[src/rtl/red_band_pkg.sv]
// red_band_pkg
// Shared types and constants for the red band centroid detector.
// Holds the FSM state enum and the frame, accumulator and counter widths.
package red_band_pkg;

    localparam int FRAME_W = 320;
    localparam int FRAME_H = 240;
    localparam int SUM_W   = 22;
    localparam int CNT_W   = 14;
    localparam int ADDR_W  = 17;
    localparam int COL_W   = 9;
    localparam int ROW_W   = 8;

    typedef enum logic [2:0] {
        ST_IDLE,
        ST_SCAN,
        ST_DRAIN,
        ST_DIVIDE,
        ST_UPDATE
    } state_t;

endpackage

[src/rtl/seq_divider.sv]
// seq_divider
// Unsigned restoring divider that produces one quotient bit per cycle.
// Ports:
//   clk, reset    : clock and synchronous active-high reset
//   i_start       : one-cycle pulse that latches the operands
//   i_dividend    : DVD_W-bit dividend
//   i_divisor     : DVS_W-bit divisor (must be non-zero)
//   o_done        : one-cycle pulse when quotient/remainder are final
//   o_quotient    : DVD_W-bit quotient
//   o_remainder   : DVS_W-bit remainder
module seq_divider #(
    parameter int DVD_W = 22,
    parameter int DVS_W = 14
) (
    input  logic             clk,
    input  logic             reset,
    input  logic             i_start,
    input  logic [DVD_W-1:0] i_dividend,
    input  logic [DVS_W-1:0] i_divisor,
    output logic             o_done,
    output logic [DVD_W-1:0] o_quotient,
    output logic [DVS_W-1:0] o_remainder
);

    localparam int STEP_W = $clog2(DVD_W + 1);

    logic [DVS_W-1:0]  r_rem;
    logic [DVD_W-1:0]  r_dvd;
    logic [DVS_W-1:0]  r_dvs;
    logic [DVD_W-1:0]  r_quot;
    logic [STEP_W-1:0] r_count;
    logic              r_busy;
    logic              r_done;

    logic [DVS_W-1:0]  w_remIn;
    logic [DVD_W-1:0]  w_dvdIn;
    logic [DVS_W-1:0]  w_dvsIn;
    logic [DVD_W-1:0]  w_quotIn;
    logic [DVS_W:0]    w_shift;
    logic [DVS_W+1:0]  w_diff;
    logic              w_qBit;
    logic [DVS_W-1:0]  w_remNext;
    logic              w_unusedBit;

    // The start cycle already performs the first step on the raw operands,
    // so the final quotient is ready DVD_W cycles after i_start.
    assign w_remIn   = i_start ? '0 : r_rem;
    assign w_dvdIn   = i_start ? i_dividend : r_dvd;
    assign w_dvsIn   = i_start ? i_divisor : r_dvs;
    assign w_quotIn  = i_start ? '0 : r_quot;

    // The partial remainder is always below the divisor, so the shifted
    // value fits in DVS_W+1 bits; the extra top bit of the difference is
    // the borrow that says the trial subtraction failed.
    assign w_shift     = {w_remIn, w_dvdIn[DVD_W-1]};
    assign w_diff      = {1'b0, w_shift} - {2'b00, w_dvsIn};
    assign w_qBit      = ~w_diff[DVS_W+1];
    assign w_remNext   = w_qBit ? w_diff[DVS_W-1:0] : w_shift[DVS_W-1:0];
    assign w_unusedBit = w_diff[DVS_W];

    always_ff @(posedge clk) begin
        if (reset) begin
            r_rem   <= '0;
            r_dvd   <= '0;
            r_dvs   <= '0;
            r_quot  <= '0;
            r_count <= '0;
            r_busy  <= 1'b0;
            r_done  <= 1'b0;
        end else begin
            r_done <= 1'b0;
            if (i_start || r_busy) begin
                r_rem  <= w_remNext;
                r_dvd  <= w_dvdIn << 1;
                r_dvs  <= w_dvsIn;
                r_quot <= {w_quotIn[DVD_W-2:0], w_qBit};
            end
            if (i_start) begin
                r_busy  <= 1'b1;
                r_count <= STEP_W'(1);
            end else if (r_busy) begin
                if (r_count == STEP_W'(DVD_W - 1)) begin
                    r_busy <= 1'b0;
                    r_done <= 1'b1;
                end
                r_count <= r_count + STEP_W'(1);
            end
        end
    end

    assign o_done      = r_done;
    assign o_quotient  = r_quot;
    assign o_remainder = r_rem;

endmodule

[src/rtl/red_band_centroid.sv]
// red_band_centroid
// Scans a horizontal band of the 320x240 RGB565 frame buffer once per
// camera frame (reads only while DE is low), counts red pixels, divides the
// column sum by the count and reports the mirrored centroid.
// Ports:
//   clk, reset      : 25 MHz clock, synchronous active-high reset
//   vsync           : raw camera vsync (asynchronous)
//   DE              : VGA data enable, reads allowed only while low
//   frame_data      : RGB565 read data, one cycle after its address
//   frame_addr      : frame buffer read address
//   scanning        : high while the band is still being read
//   player_x        : mirrored centroid, 0..319
//   player_detected : last completed frame had enough red pixels
//   result_valid    : one-cycle pulse when the outputs update
// Build option: define RED_SMOOTH_EN to average each new detection with the
// previous player_x.
module red_band_centroid
    import red_band_pkg::*;
#(
    parameter int BAND_Y0   = 180,
    parameter int BAND_H    = 32,
    parameter int R_MIN     = 20,
    parameter int G_MAX     = 24,
    parameter int B_MAX     = 12,
    parameter int MIN_COUNT = 64
) (
    input  logic        clk,
    input  logic        reset,
    input  logic        vsync,
    input  logic        DE,
    input  logic [15:0] frame_data,
    output logic [16:0] frame_addr,
    output logic        scanning,
    output logic [8:0]  player_x,
    output logic        player_detected,
    output logic        result_valid
);

    localparam logic [ADDR_W-1:0] BASE_ADDR  = ADDR_W'(BAND_Y0 * FRAME_W);
    localparam logic [COL_W-1:0]  LAST_COL   = COL_W'(FRAME_W - 1);
    localparam logic [ROW_W-1:0]  LAST_ROW   = ROW_W'(BAND_H - 1);
    localparam logic [4:0]        R_MIN_C    = 5'(R_MIN);
    localparam logic [5:0]        G_MAX_C    = 6'(G_MAX);
    localparam logic [4:0]        B_MAX_C    = 5'(B_MAX);
    localparam logic [CNT_W-1:0]  MIN_CNT_C  = CNT_W'(MIN_COUNT);
    localparam logic [COL_W-1:0]  RESET_X    = COL_W'(FRAME_W / 2);

    logic              r_vsyncMeta;
    logic              r_vsyncSync;
    logic              r_vsyncPrev;
    state_t            r_state;
    logic [ADDR_W-1:0] r_addr;
    logic [COL_W-1:0]  r_col;
    logic [ROW_W-1:0]  r_row;
    logic              r_issue;
    logic [COL_W-1:0]  r_issueCol;
    logic [SUM_W-1:0]  r_sum;
    logic [CNT_W-1:0]  r_cnt;
    logic              r_scanning;
    logic [COL_W-1:0]  r_playerX;
    logic              r_detected;
    logic              r_resultValid;

    logic              w_vsyncRise;
    logic              w_issue;
    logic              w_lastPixel;
    logic              w_isRed;
    logic              w_hit;
    logic [SUM_W-1:0]  w_sumNext;
    logic [CNT_W-1:0]  w_cntNext;
    logic              w_enough;
    logic              w_divStart;
    logic              w_divDone;
    logic [SUM_W-1:0]  w_quot;
    logic [CNT_W-1:0]  w_rem;
    logic [COL_W-1:0]  w_newX;
    logic [COL_W-1:0]  w_detX;
    logic              w_unusedDiv;

    // Two-stage synchronizer plus a previous-value register for edge detect.
    always_ff @(posedge clk) begin
        if (reset) begin
            r_vsyncMeta <= 1'b0;
            r_vsyncSync <= 1'b0;
            r_vsyncPrev <= 1'b0;
        end else begin
            r_vsyncMeta <= vsync;
            r_vsyncSync <= r_vsyncMeta;
            r_vsyncPrev <= r_vsyncSync;
        end
    end

    assign w_vsyncRise = r_vsyncSync & ~r_vsyncPrev;
    assign w_issue     = (r_state == ST_SCAN) && !DE;
    assign w_lastPixel = (r_row == LAST_ROW) && (r_col == LAST_COL);

    // The beat on frame_data belongs to the address issued last cycle, so
    // the red test is qualified with the registered issue flag.
    assign w_isRed   = (frame_data[15:11] >= R_MIN_C) &&
                       (frame_data[10:5]  <  G_MAX_C) &&
                       (frame_data[4:0]   <  B_MAX_C);
    assign w_hit     = r_issue && w_isRed;
    assign w_sumNext = w_hit ? r_sum + SUM_W'(r_issueCol) : r_sum;
    assign w_cntNext = w_hit ? r_cnt + CNT_W'(1) : r_cnt;

    // DRAIN decides on the totals including the final in-flight beat, and
    // the divider latches those same totals in that cycle.
    assign w_enough   = w_cntNext >= MIN_CNT_C;
    assign w_divStart = (r_state == ST_DRAIN) && w_enough;

    seq_divider #(
        .DVD_W (SUM_W),
        .DVS_W (CNT_W)
    ) u_div (
        .clk         (clk),
        .reset       (reset),
        .i_start     (w_divStart),
        .i_dividend  (w_sumNext),
        .i_divisor   (w_cntNext),
        .o_done      (w_divDone),
        .o_quotient  (w_quot),
        .o_remainder (w_rem)
    );

    // The quotient never exceeds 319, so only its low 9 bits matter.
    assign w_newX      = LAST_COL - w_quot[COL_W-1:0];
    assign w_unusedDiv = ^{w_quot[SUM_W-1:COL_W], w_rem};

`ifdef RED_SMOOTH_EN
    logic             r_havePrev;
    logic [COL_W:0]   w_avg;
    logic             w_unusedAvg;

    assign w_avg       = ({1'b0, r_playerX} + {1'b0, w_newX} + (COL_W+1)'(1)) >> 1;
    assign w_detX      = r_havePrev ? w_avg[COL_W-1:0] : w_newX;
    assign w_unusedAvg = w_avg[COL_W];

    // History is valid only across consecutive detected frames.
    always_ff @(posedge clk) begin
        if (reset) begin
            r_havePrev <= 1'b0;
        end else if ((r_state == ST_DIVIDE) && w_divDone) begin
            r_havePrev <= 1'b1;
        end else if ((r_state == ST_DRAIN) && !w_enough) begin
            r_havePrev <= 1'b0;
        end
    end
`else
    assign w_detX = w_newX;
`endif

    // Main FSM: scan address generation, accumulation and result update.
    always_ff @(posedge clk) begin
        if (reset) begin
            r_state       <= ST_IDLE;
            r_addr        <= '0;
            r_col         <= '0;
            r_row         <= '0;
            r_issue       <= 1'b0;
            r_issueCol    <= '0;
            r_sum         <= '0;
            r_cnt         <= '0;
            r_scanning    <= 1'b0;
            r_playerX     <= RESET_X;
            r_detected    <= 1'b0;
            r_resultValid <= 1'b0;
        end else begin
            r_issue       <= w_issue;
            r_issueCol    <= r_col;
            r_sum         <= w_sumNext;
            r_cnt         <= w_cntNext;
            r_resultValid <= 1'b0;
            unique case (r_state)
                ST_IDLE: begin
                    if (w_vsyncRise) begin
                        r_state    <= ST_SCAN;
                        r_addr     <= BASE_ADDR;
                        r_col      <= '0;
                        r_row      <= '0;
                        r_sum      <= '0;
                        r_cnt      <= '0;
                        r_scanning <= 1'b1;
                    end
                end
                ST_SCAN: begin
                    if (!DE) begin
                        r_addr <= r_addr + ADDR_W'(1);
                        if (r_col == LAST_COL) begin
                            r_col <= '0;
                            r_row <= r_row + ROW_W'(1);
                        end else begin
                            r_col <= r_col + COL_W'(1);
                        end
                        if (w_lastPixel) begin
                            r_state    <= ST_DRAIN;
                            r_scanning <= 1'b0;
                        end
                    end
                end
                ST_DRAIN: begin
                    if (w_enough) begin
                        r_state <= ST_DIVIDE;
                    end else begin
                        r_state       <= ST_UPDATE;
                        r_detected    <= 1'b0;
                        r_resultValid <= 1'b1;
                    end
                end
                ST_DIVIDE: begin
                    if (w_divDone) begin
                        r_state       <= ST_UPDATE;
                        r_playerX     <= w_detX;
                        r_detected    <= 1'b1;
                        r_resultValid <= 1'b1;
                    end
                end
                ST_UPDATE: begin
                    r_state <= ST_IDLE;
                end
                default: begin
                    r_state <= ST_IDLE;
                end
            endcase
        end
    end

    assign frame_addr      = r_addr;
    assign scanning        = r_scanning;
    assign player_x        = r_playerX;
    assign player_detected = r_detected;
    assign result_valid    = r_resultValid;

endmodule

[config.mk]
export PLATFORM = sky130hd
export DESIGN_NAME = red_band_centroid
export DESIGN_NICKNAME = d
export VERILOG_FILES = /design/src/rtl/red_band_pkg.sv /design/src/rtl/seq_divider.sv /design/src/rtl/red_band_centroid.sv
export SDC_FILE = /design/constraint.sdc
export NUM_CORES = 1
export LEC_CHECK = 0
export CAP_MARGIN = 40
export CORE_MARGIN = 5
export CORE_UTILIZATION = 39
export CTS_CLUSTER_SIZE = 10
export DETAILED_ROUTE_END_ITERATION = 10
export GPL_ROUTABILITY_DRIVEN = 0
export RECOVER_POWER = 25
export SETUP_SLACK_MARGIN = 0.05
export SLEW_MARGIN = 20
export SYNTH_ARGS = -nofsm -noshare
export SYNTH_HDL_FRONTEND = slang
export SYNTH_SLANG_ARGS = --single-unit
[constraint.sdc]
create_clock -name clk -period 8 [get_ports clk]
set_input_delay 1.6 -clock clk [delete_from_list [all_inputs] [get_ports clk]]
set_output_delay 1.6 -clock clk [all_outputs]
set_load 0.01 [all_outputs]
==> qor_table.md <==
| Quantity | Reported |
|---|---|
| Pin count of the biggest net entering global routing | 67 |
| Fraction of post-synthesis cell area in the top cell type by area | 40.34% |
| Peak Freq | 0.1513 GHz |
| Number of antenna violations at the first check in global routing | 0 |
| Number of cells on the worst reg-to-reg path | 16 |
| Post-synth ARST share | 0% |
| Period utilisation layout | 82.64% |
| Fill count | 1999 |
| Slowest stage cell on the critical path | o21bai_4 |
| CTS tree | yes |
| Die outline height | 154.0 µm |
| Vias per cell | 5.077 |
| Hold buffer count at cts | 0 |
| Maximum capacitance violations | 1 |
| Total Routed Length | 17480 µm |
| Hold depth | 1 |
| ANT cells | 0 |
| Register area share after synthesis | 40.34% |
| Critical Path End Type | flop |
| Endpoint of the worst hold-timing path | r_vsyncSync |
| Run status | finished with violations |
| Number of nets in the layout | 1006 |
| Violations in the final reports | max-capacitance violations, max-slew violations |
| Floorplan row count | 52 |
| Maximum clock skew at final layout | 8.538 ps |
| H-tree level count | 4 |
| Switching Share | 21.50% |
| HPWL after detailed placement | 11930 µm |
| Reg clk slew, reported paths | 60 ps |
| WS Path Type | in -> reg |
| Pwr Density | 194.0 nW/µm² |
| Total CTS buffers | 17 |
| Die boundary width | 154.0 µm |
| Relative slew slack | -101.0% |
| Global route overflow | 0 |
| Clock power frac | 49.7% |
| Final Hold Slack | 435.7 ps |
| Area of the core region | 20300 µm² |
| Crit path required time | 8310 ps |
| Layout cells sized above 1 | 5.986% |
| Leading post-synthesis cells by instance count | 166 x nor2_1, 163 x dfxtp_1, 59 x nand2_1 |
| Net switching power | 0.3886 mW |
| Die outline area | 23720 µm² |
| Mapped Nets | 987 |
| I/O Buffers | 41 |
| CTS resizes | 0 |
| Max-slew violation count | 67 |
| Via count of the first global-routing pass | 5987 |
| Flops & latches, synth | 163 |
| Type of element launching the critical path | input pin |
| Number of setup violations in the final report | 0 |
| FF-to-FF End | u_div.o_remainder[12] |
| Root buffer cell | clkbuf_16 |
| Crit Path Max Fanout | 26 |
| Portion of total power attributed to combinational logic | 4.4% |
| WP data arrival | 6920 ps |
| Number of DRC markers after the initial detailed-route iteration | 432 |
| Total clock sinks | 163 |
| Wire length of the first global-routing pass | 29660 µm |
| Source of the worst hold timing path | r_vsyncMeta |
| Top_reg_cell synth | dfxtp_1 |
| Sequential fraction of design power | 46.0% |
| Launch point of the worst reg-to-reg path | r_issue |
| Shortest period the worst path allows | 6612 ps |
| Max IR drop VDD | 0.0001503 V |
| Internal power of the cells | 1.419 mW |
| Min-Delay Path Class | reg -> reg |
| Worst-margin pin slew | 3014 ps |
| Number of nets with antenna violations after routing | 0 |
| Post-synthesis area per instance | 8.624 µm² |
| Number of enable-type register cells in the synthesized netlist | 0 |
| Most area-consuming cells after synthesis | dfxtp_1 40%, nor2_1 7.7%, a211oi_1 4.6% |
| Area growth from synthesis to final layout | 15.19% |
| Number of top-level pins | 49 |
| Ordered list of cells on the worst path | clkdlybuf4s50_1, nand4bb_4, a211o_1, o31ai_1, o211ai_2, o21bai_4, nor2_1, a21oi_1, inv_1, fa_1, or3_1, o221ai_1, a31oi_1, o311ai_0, a21oi_1, xnor2_1, a221o_1 |
| Syn. warnings | 0 |
| Register-to-register path setup slack | 2700 ps |
| Total global routing track utilization | 14.90% |
| Most common cell on crit path | a21oi_1 |
| Post-synthesis instance area | 8089 µm² |
| Area leader, netlist | dfxtp_1 |
| Buffers from clock root to sink, at most | 2 |
| Setup repair after global routing missed its margin | no |
| Setup Total Neg Slack | 0 ps |
| Leak pwr | 3.499 nW |
| Avg WL per Cell | 14.11 µm |
| Worst skew pair latency | 420 ps |
| Count of unique library cells instantiated by Yosys | 73 |
| Total vias in the final route | 6291 |
| Final hold violation count | 0 |
| Top-count cell post-synth | nor2_1 |
| DRC violations left | 0 |
| Initial standard-cell utilization of the core | 39.85% |
| Gate count after technology mapping | 938 |
| First drt pass iteration count | 4 |
| Delay contributed by the slowest stage of the critical path | 560 ps |
| Post CTS Setup Buffer Count | 0 |
==> stage by stage <==
step	total power, mW	instance area [µm²]	instances	util (%)	worst slack, ps
final	1.808	9318	1239	45.90	1388
after global routing	1.869	9318	1239	45.90	771.2
after CTS	1.823	9318	1238	45.90	1345
after detailed placement	0.9271	8676	1207	42.74	928.5
after global placement	0.9263	8676	1207	42.74	927.9
after floorplan	0.8980	8089	938	-	2089
==> layer usage <==
layer  part of all wire (%)  vias to the layer above  global-route usage, %
li1                       -                     3307                      -
met1                     53                     2885                  21.59
met2                     42                       86                  21.96
met3                    3.9                       13                  3.654
met4                    1.1                        0                  4.289
met5                      0                        -                      0
==> logic make-up after synthesis <==
logic type               after synthesis  share of synthesized area [%]
AND/OR/NAND/NOR                      387                          23.50
AO/OA/AOI/OAI                        181                          15.99
flip-flops                           163                          40.34
XOR/XNOR                              80                          8.662
buffers and inverters                 74                          3.790
adder cells (fa/ha/maj)               29                          4.671
multiplexers                          24                          3.047
==> worst max-delay path: cells and delay by family <==
family / cells / cell delay, ps
adder cells (fa/ha/maj): 1 / 500
XOR/XNOR: 1 / 140
buffers and inverters: 2 / 510
AND/OR/NAND/NOR: 3 / 750
AO/OA/AOI/OAI: 10 / 3410
==> registers in the layout, summed over array words and instances (netlist names), 3 cells and up <==
name and flops:
frame_addr 17, u_div.r_dvd 21, r_issueCol 9, u_div.o_quotient 9, u_div.r_dvs 14, r_col 9, u_div.r_count 5, r_sum 22
u_div.o_remainder 14, r_state 3, r_cnt 14, player_x 9, r_row 8
==> layout by cell type (no fill, tap or decap), types with 4 or more instances in the layout <==
cell type          n
a21boi_0           5
clkbuf_1           6
a221o_1            7
dlygate4sd3_1     14
nand2b_1          10
inv_1             25
bufinv_16          5
a211oi_1          50
nand2_1           59
dfxtp_1          162
and2_1            22
nand3_1           19
o21ai_0           17
a31oi_1            4
a21oi_1           52
nor2_1           166
nor2b_1           42
a21o_1             4
ha_1              27
xnor2_1           42
clkbuf_16         17
nor3_1            11
xor2_1            38
nand4_1           14
clkdlybuf4s50_1   26
mux2i_1           22
buf_4              6
and3_1            13
==> worst max-delay path by stage <==
stage,startpoint,to,slack (ps),cells past startpoint
after CTS,frame_data[8],u_div.o_remainder[12],1350,17
final,frame_data[4],u_div.o_remainder[12],1390,17
after floorplan,frame_data[4],u_div.o_remainder[12],2090,19
after detailed placement,frame_data[4],u_div.o_remainder[12],930,17
after global placement,frame_data[15],u_div.o_remainder[12],930,17
after global routing,frame_data[9],u_div.o_remainder[12],770,17
==> final cells by class <==
cell class | instances | area (µm²) | share of cell area (%)
flip-flops and latches | 163 | 3264 | 35.03
multi-input cells | 701 | 4522 | 48.53
well taps | 270 | 337.8 | 3.626
inverters | 25 | 93.84 | 1.007
repair buffers | 49 | 457.9 | 4.915
clock buffers | 23 | 467.9 | 5.022
clock inverters | 8 | 173.9 | 1.867
==> power by group through the flow <==
stage	Sequential, mW	Clock, mW	Combinational [mW]
floorplan	0.844	0	0.0539
global placement	0.848	0	0.0783
detailed placement	0.848	0	0.0789
finish	0.831	0.898	0.0791
CTS	0.830	0.913	0.0793
global route	0.831	0.950	0.0884
No activity file was read; power rests on OpenSTA's default activity.
==> RTL edit 1: new RTL, same settings <==
Register the output `frame_addr` once more, with the module's reset; this adds one clock of latency there. The other outputs are not delayed to match.
--- a/src/rtl/red_band_centroid.sv
+++ b/src/rtl/red_band_centroid.sv
@@ -225,5 +225,11 @@
     end
 
-    assign frame_addr      = r_addr;
+    always_ff @(posedge clk) begin
+        if (reset) begin
+            frame_addr <= '0;
+        end else begin
+            frame_addr <= r_addr;
+        end
+    end
     assign scanning        = r_scanning;
     assign player_x        = r_playerX;
Check against the original RTL: not equivalent (a bounded check fails within 4 cycles, from zero or initial values and one cycle with reset high).
==> RTL edit 1 against the original RTL <==
  * The run still ends with capacitance limit, slew limit left
  * Highest routed layer unchanged
  * Sequential share of layout area is 1.5 points higher
  * Total power shrank 0.80%
  * Largest cell class unchanged
  * Utilization shrank 0.68 points
  * Sequential cell count is 17 higher
  * Die area up 6.6%
  * Design area rose by 5.9%
  * Wire length up 5.5%
  * Setup slack got worse by 0.37 ns
  * Synthesized area increased by 7.0%
==> RTL edit 1: results (changes against the original RTL) <==
[outcome]
status=finished, violations left
violations=capacitance limit, slew limit

[cts]
htree_levels=4  ; unchanged
clock_path_buffers=2  ; unchanged
cts-root-buf=clkbuf_16
cts_made_buffers=17  ; unchanged
path_clk_slew_ns=0.07
insertion_delay_ns=0.43

[logic_synthesis]
synthDistinctLibCells=76  ; +4.1%
synth_commonest_cells=dfxtp_1 (180), nor2_1 (163), a21oi_1 (63), nor2b_1 (59), nand2_1 (57)
synth_compound_area_frac=0.163  ; +0.00278
ys_seq_area_frac=0.416  ; +0.0128
synth_xor_area_frac=0.0829  ; -0.00367
synthAdderAreaFrac=0.0434  ; -0.00336
muxShareOfSynthArea=0.0211  ; -0.00937
synth_area_leaders=dfxtp_1 (42%), nor2_1 (7.1%), xor2_1 (4.9%), a211oi_1 (4.4%), nor2b_1 (4.3%)

[power_and_ir_drop]
vdd_drop_max_mv=0.162  ; +7.5%
p_clk_mw=0.793  ; -12%
p_sw_frac=0.245  ; +0.0299
comb-power_mw=0.0812  ; +2.7%
p_leak_nw=3.60  ; +3.0%

[drt]
wl_per_cell_um=14.0  ; -1.0%
wl_met3_um=667  ; -2.6%
drtPass1Iterations=4  ; unchanged
drt_iter0_drc=394  ; -8.8%
highest_layer=met4
vias=6847  ; +8.8%
met1Wirelength_um=9610  ; +3.3%
routed-wl-met2_um=7890  ; +8.1%

[min_path]
holdPathStages=1  ; unchanged

[critical_path]
ff2ff_setup_slack_ns=2.25  ; -0.45 ns
reg2regPathDepth=22  ; +6
reg2reg_to=u_div.o_remainder[12]
cp_slowest_stage_delay_ns=0.53  ; -0.03 ns
crit_fanout=25  ; -3.8%
cp_data_arrival_time_ns=7.25  ; +0.33 ns
r2r_start=r_cnt[0]
cp_slowest_cell=nor4_1

[cells_and_area]
fin_nets=1076  ; +7.0%
nFillCells=2145  ; +7.3%
drive_gt1_frac=0.0720  ; +0.0122
reg_top3=r_sum: 22 flops, u_div.r_dvd: 21 flops

[placed_design]
place_hpwl_um=12500  ; +4.9%
port_buffers=41  ; unchanged

[sta]
worst_slew_pin_slew_ns=2.08  ; -0.930 ns
slew_violations=79  ; +18%
fin_skew_ns=0.0108  ; +0.00225 ns

[global_route]
use_met2=0.221  ; +0.00178
use_met3=0.0318  ; -0.00470
grt_max_degree=77  ; +15%
grt_pass1_wl_um=31800  ; +7.3%
grt_usage=0.147  ; -0.00153
grt_pass1_vias=6654  ; +11%
grt_use_met1=0.211  ; -0.00523

[job]
drv_cap=2  ; +1

RTL edit 1: layout make-up:
cell class / instances / area (um2) / area share
multi-input combinational: 752 / 4760 / 0.482
sequential: 180 / 3600 / 0.365
timing repair buffer: 54 / 510 / 0.0517
clock buffer: 19 / 443 / 0.0449
tap: 280 / 350 / 0.0355
clock inverter: 13 / 115 / 0.0117
inverter: 23 / 86.3 / 0.00875
RTL edit 1: logic make-up (layout without fill, tap and decap cells):
logic type,Yosys count,in the layout
and+or+nand+nor,414,414
AOI/OAI and AO/OA,209,209
DFF,180,180
xor gates and xnor gates,82,82
buffers and inverters,76,109
adders and majority gates,29,29
muxes,18,18
RTL edit 1: critical path: cells and delay by family:
kind                       cells  cell delay, ns
AOI/OAI and AO/OA              7            1.97
and+or+nand+nor               10            1.90
buffers and inverters          2            0.71
adders and majority gates      2            0.64
muxes                          1            0.43
RTL edit 1: worst max-delay path by stage:
stage,start,end,slack [ns],cells after the start
3_5_place_dp,frame_data[14],u_div.o_remainder[5],0.56,22
3_3_place_gp,frame_data[14],u_div.o_remainder[5],0.56,22
6_report,frame_data[14],u_div.o_remainder[12],1.02,22
5_1_grt,frame_data[14],u_div.o_remainder[12],0.44,21
2_1_floorplan,frame_data[4],u_div.o_remainder[5],1.71,26
4_1_cts,frame_data[14],u_div.o_remainder[5],0.94,22
RTL edit 1: through the flow:
step                hold WS (ns)  cells  total power [mW]  setup slack, ns  area, um2
global placement           0.422   1286              1.02            0.555       9300
floorplan                  0.414   1008             0.991             1.71       8660
detailed placement         0.422   1287              1.02            0.557       9310
finish                     0.437   1321              1.79             1.02       9870
global route               0.474   1321              1.87            0.437       9870
CTS                        0.440   1319              1.82            0.941       9870
==> RTL edit 2: new RTL, same flow settings <==
Without the edit above. Change the package constant `SUM_W` from 22 to 11.
--- a/src/rtl/red_band_pkg.sv
+++ b/src/rtl/red_band_pkg.sv
@@ -6,5 +6,5 @@
     localparam int FRAME_W = 320;
     localparam int FRAME_H = 240;
-    localparam int SUM_W   = 22;
+    localparam int SUM_W   = 11;
     localparam int CNT_W   = 14;
     localparam int ADDR_W  = 17;
Function: no difference found for any inputs over 10 cycles, from zero or initial values and one cycle with reset high; that may be too few to reach the edited logic, so the function may still have changed.
==> RTL edit 2 against the original RTL <==
  * Clock skew increased by 0.0016 ns
  * Total power decreased by 13%
  * Sequential cell count decreased by 23
  * Synthesized area decreased by 9.4%
  * Setup slack improved by 0.11 ns
  * Critical endpoint is now u_div.o_remainder[13]
  * Via count decreased by 3.6%
  * Design area decreased by 9.2%
  * Highest routed layer unchanged
  * Wire length decreased by 4.0%
  * First-iteration DRC count decreased by 17%
  * Non-clock buffer count increased by 1
  * Count of clock-buffer cells in the layout decreased by 4
  * The run still ends with capacitance limit, slew limit left
  * Clock power decreased by 14%
  * Maximum frequency increased by 1.7%
==> RTL edit 2: results (changes against the original RTL) <==
[sta]
max_slew_margin=-1.04  ; -0.0309
slew_violations=66  ; -1.5%
fin_skew_ns=0.0101  ; +0.00157 ns

[cts]
clock_path_buffers=2  ; unchanged
htree_levels=4  ; unchanged
cts-root-buf=clkbuf_16
insertion_delay_ns=0.42  ; about the same
cts_made_buffers=17  ; unchanged
post_cts_resized=0  ; unchanged
cts_setup_buffers=0  ; unchanged
path_clk_slew_ns=0.06  ; about the same

[placed_design]
place_hpwl_um=11500  ; -3.3%
port_buffers=41  ; unchanged
dp_slack_ns=1.15  ; +0.224 ns

[logic_synthesis]
syn-num-nets=919  ; -6.9%
synth_area_leaders=dfxtp_1 (38%), nor2_1 (7.2%), ha_1 (4.3%), a21oi_1 (4.1%), xor2_1 (3.9%)
synthArstFlopShare=0  ; unchanged
yosysWarnings=0  ; unchanged
synthDistinctLibCells=73  ; unchanged
synth_commonest_cells=dfxtp_1 (140), nor2_1 (140), nand2_1 (67), a21oi_1 (60), clkbuf_1 (34)
synthFlopType=dfxtp_1
ys_seq_area_frac=0.383  ; -0.0208

[drt]
antenna_left=0  ; unchanged
via_per_inst=5.32  ; +4.8%
drt_iter0_drc=357  ; -17%
wirelength_um=16800  ; -4.0%
drtPass1Iterations=4  ; unchanged

[global_route]
grt_pass1_vias=5705  ; -4.7%
grt_usage=0.159  ; +0.0101
antenna_found_initial=1  ; +1
grt_pass1_wl_um=28400  ; -4.4%
grt_max_degree=66  ; -1.5%

[power_and_ir_drop]
p_leak_nw=3.09  ; -12%
vdd_drop_max_mv=0.136  ; -9.5%

[cells_and_area]
fin_nets=941  ; -6.5%
num_antenna_cells=0  ; unchanged
drive_gt1_frac=0.0751  ; +0.0152
largest_reg_flops=17  ; -23%

[job]
drv_cap=1  ; unchanged

[outcome]
violations=capacitance limit, slew limit
status=finished, violations left

[critical_path]
cp_data_arrival_time_ns=6.79  ; -0.13 ns
crit_fanout=23  ; -12%

[min_path]
hp-class=reg -> reg

RTL edit 2: cell count changes in the layout (fill, tap and decap cells not counted), sizes merged, moves of 11 or more:
cell | unedited run | this run
a211oi | 52 | 33
dfxtp | 163 | 140
nand2 | 59 | 70
nor2 | 167 | 140
nor2b | 42 | 29
o21ai | 17 | 29
xnor2 | 42 | 25
RTL edit 2: layout make-up:
cell class | instances | area, um2
Fill cell | 1814 | 10100
Multi-Input combinational cell | 664 | 4250
Sequential cell | 140 | 2800
Timing Repair Buffer | 50 | 472
Clock buffer | 19 | 433
Tap cell | 234 | 293
Clock inverter | 12 | 136
Inverter | 21 | 78.8
RTL edit 2: layer usage:
metal  global-route usage  vias to the layer above  part of all wire
met5                    0                        -                 0
met4               0.0382                        0            0.0088
met3               0.0376                       15             0.034
met2                0.256                       73              0.46
met1                0.217                     2849              0.50
li1                     -                     3127                 -
RTL edit 2: worst max-delay path: stages:
cell	delay (ns)
clkdlybuf4s50_1	0.39
and4bb_2	0.35
and3_1	0.41
a31oi_1	0.19
nor4_2	0.46
o211ai_4	0.23
nand2_4	0.28
nor2_1	0.09
a21oi_1	0.30
ha_1	0.20
a21oi_1	0.06
buf_4	0.15
maj3_1	0.39
o21ai_0	0.26
o211ai_1	0.19
a22oi_2	0.23
o211ai_2	0.15
nand2_1	0.26
buf_4	0.22
nand4_1	0.11
a311oi_1	0.26
RTL edit 2: worst paths after layout:
kind / startpoint / endpoint / slack (ns) / cells past startpoint
min: r_vsyncMeta / r_vsyncSync / 0.44 / 1
max: frame_data[4] / u_div.o_remainder[13] / 1.50 / 21
min reg2reg: r_vsyncMeta / r_vsyncSync / 0.44 / 1
max reg2reg: r_sum[0] / u_div.o_remainder[13] / 2.68 / 25
RTL edit 2: cell families (layout without fill, tap and decap cells):
family / count (synthesis) / after routing / synth area share
AO/OA/AOI/OAI: 189 / 189 / 0.182
XOR/XNOR: 58 / 58 / 0.0693
AND/OR/NAND/NOR: 368 / 368 / 0.249
flip-flops: 140 / 140 / 0.383
buffers and inverters: 68 / 102 / 0.0377
adder cells (fa/ha/maj): 31 / 31 / 0.0536
multiplexers: 18 / 18 / 0.0260
RTL edit 2: through the flow:
stage	area (um2)	std cells
floorplan	7330	872
global placement	7890	1108
detailed placement	7890	1108
CTS	8460	1139
global route	8460	1140
finish	8460	1140
RTL edit 2: report_power, final:
group,switching (mW),internal [mW]
Clock,0.310,0.460
Sequential,0.0118,0.706
Combinational,0.0503,0.0287
Total,0.372,1.19
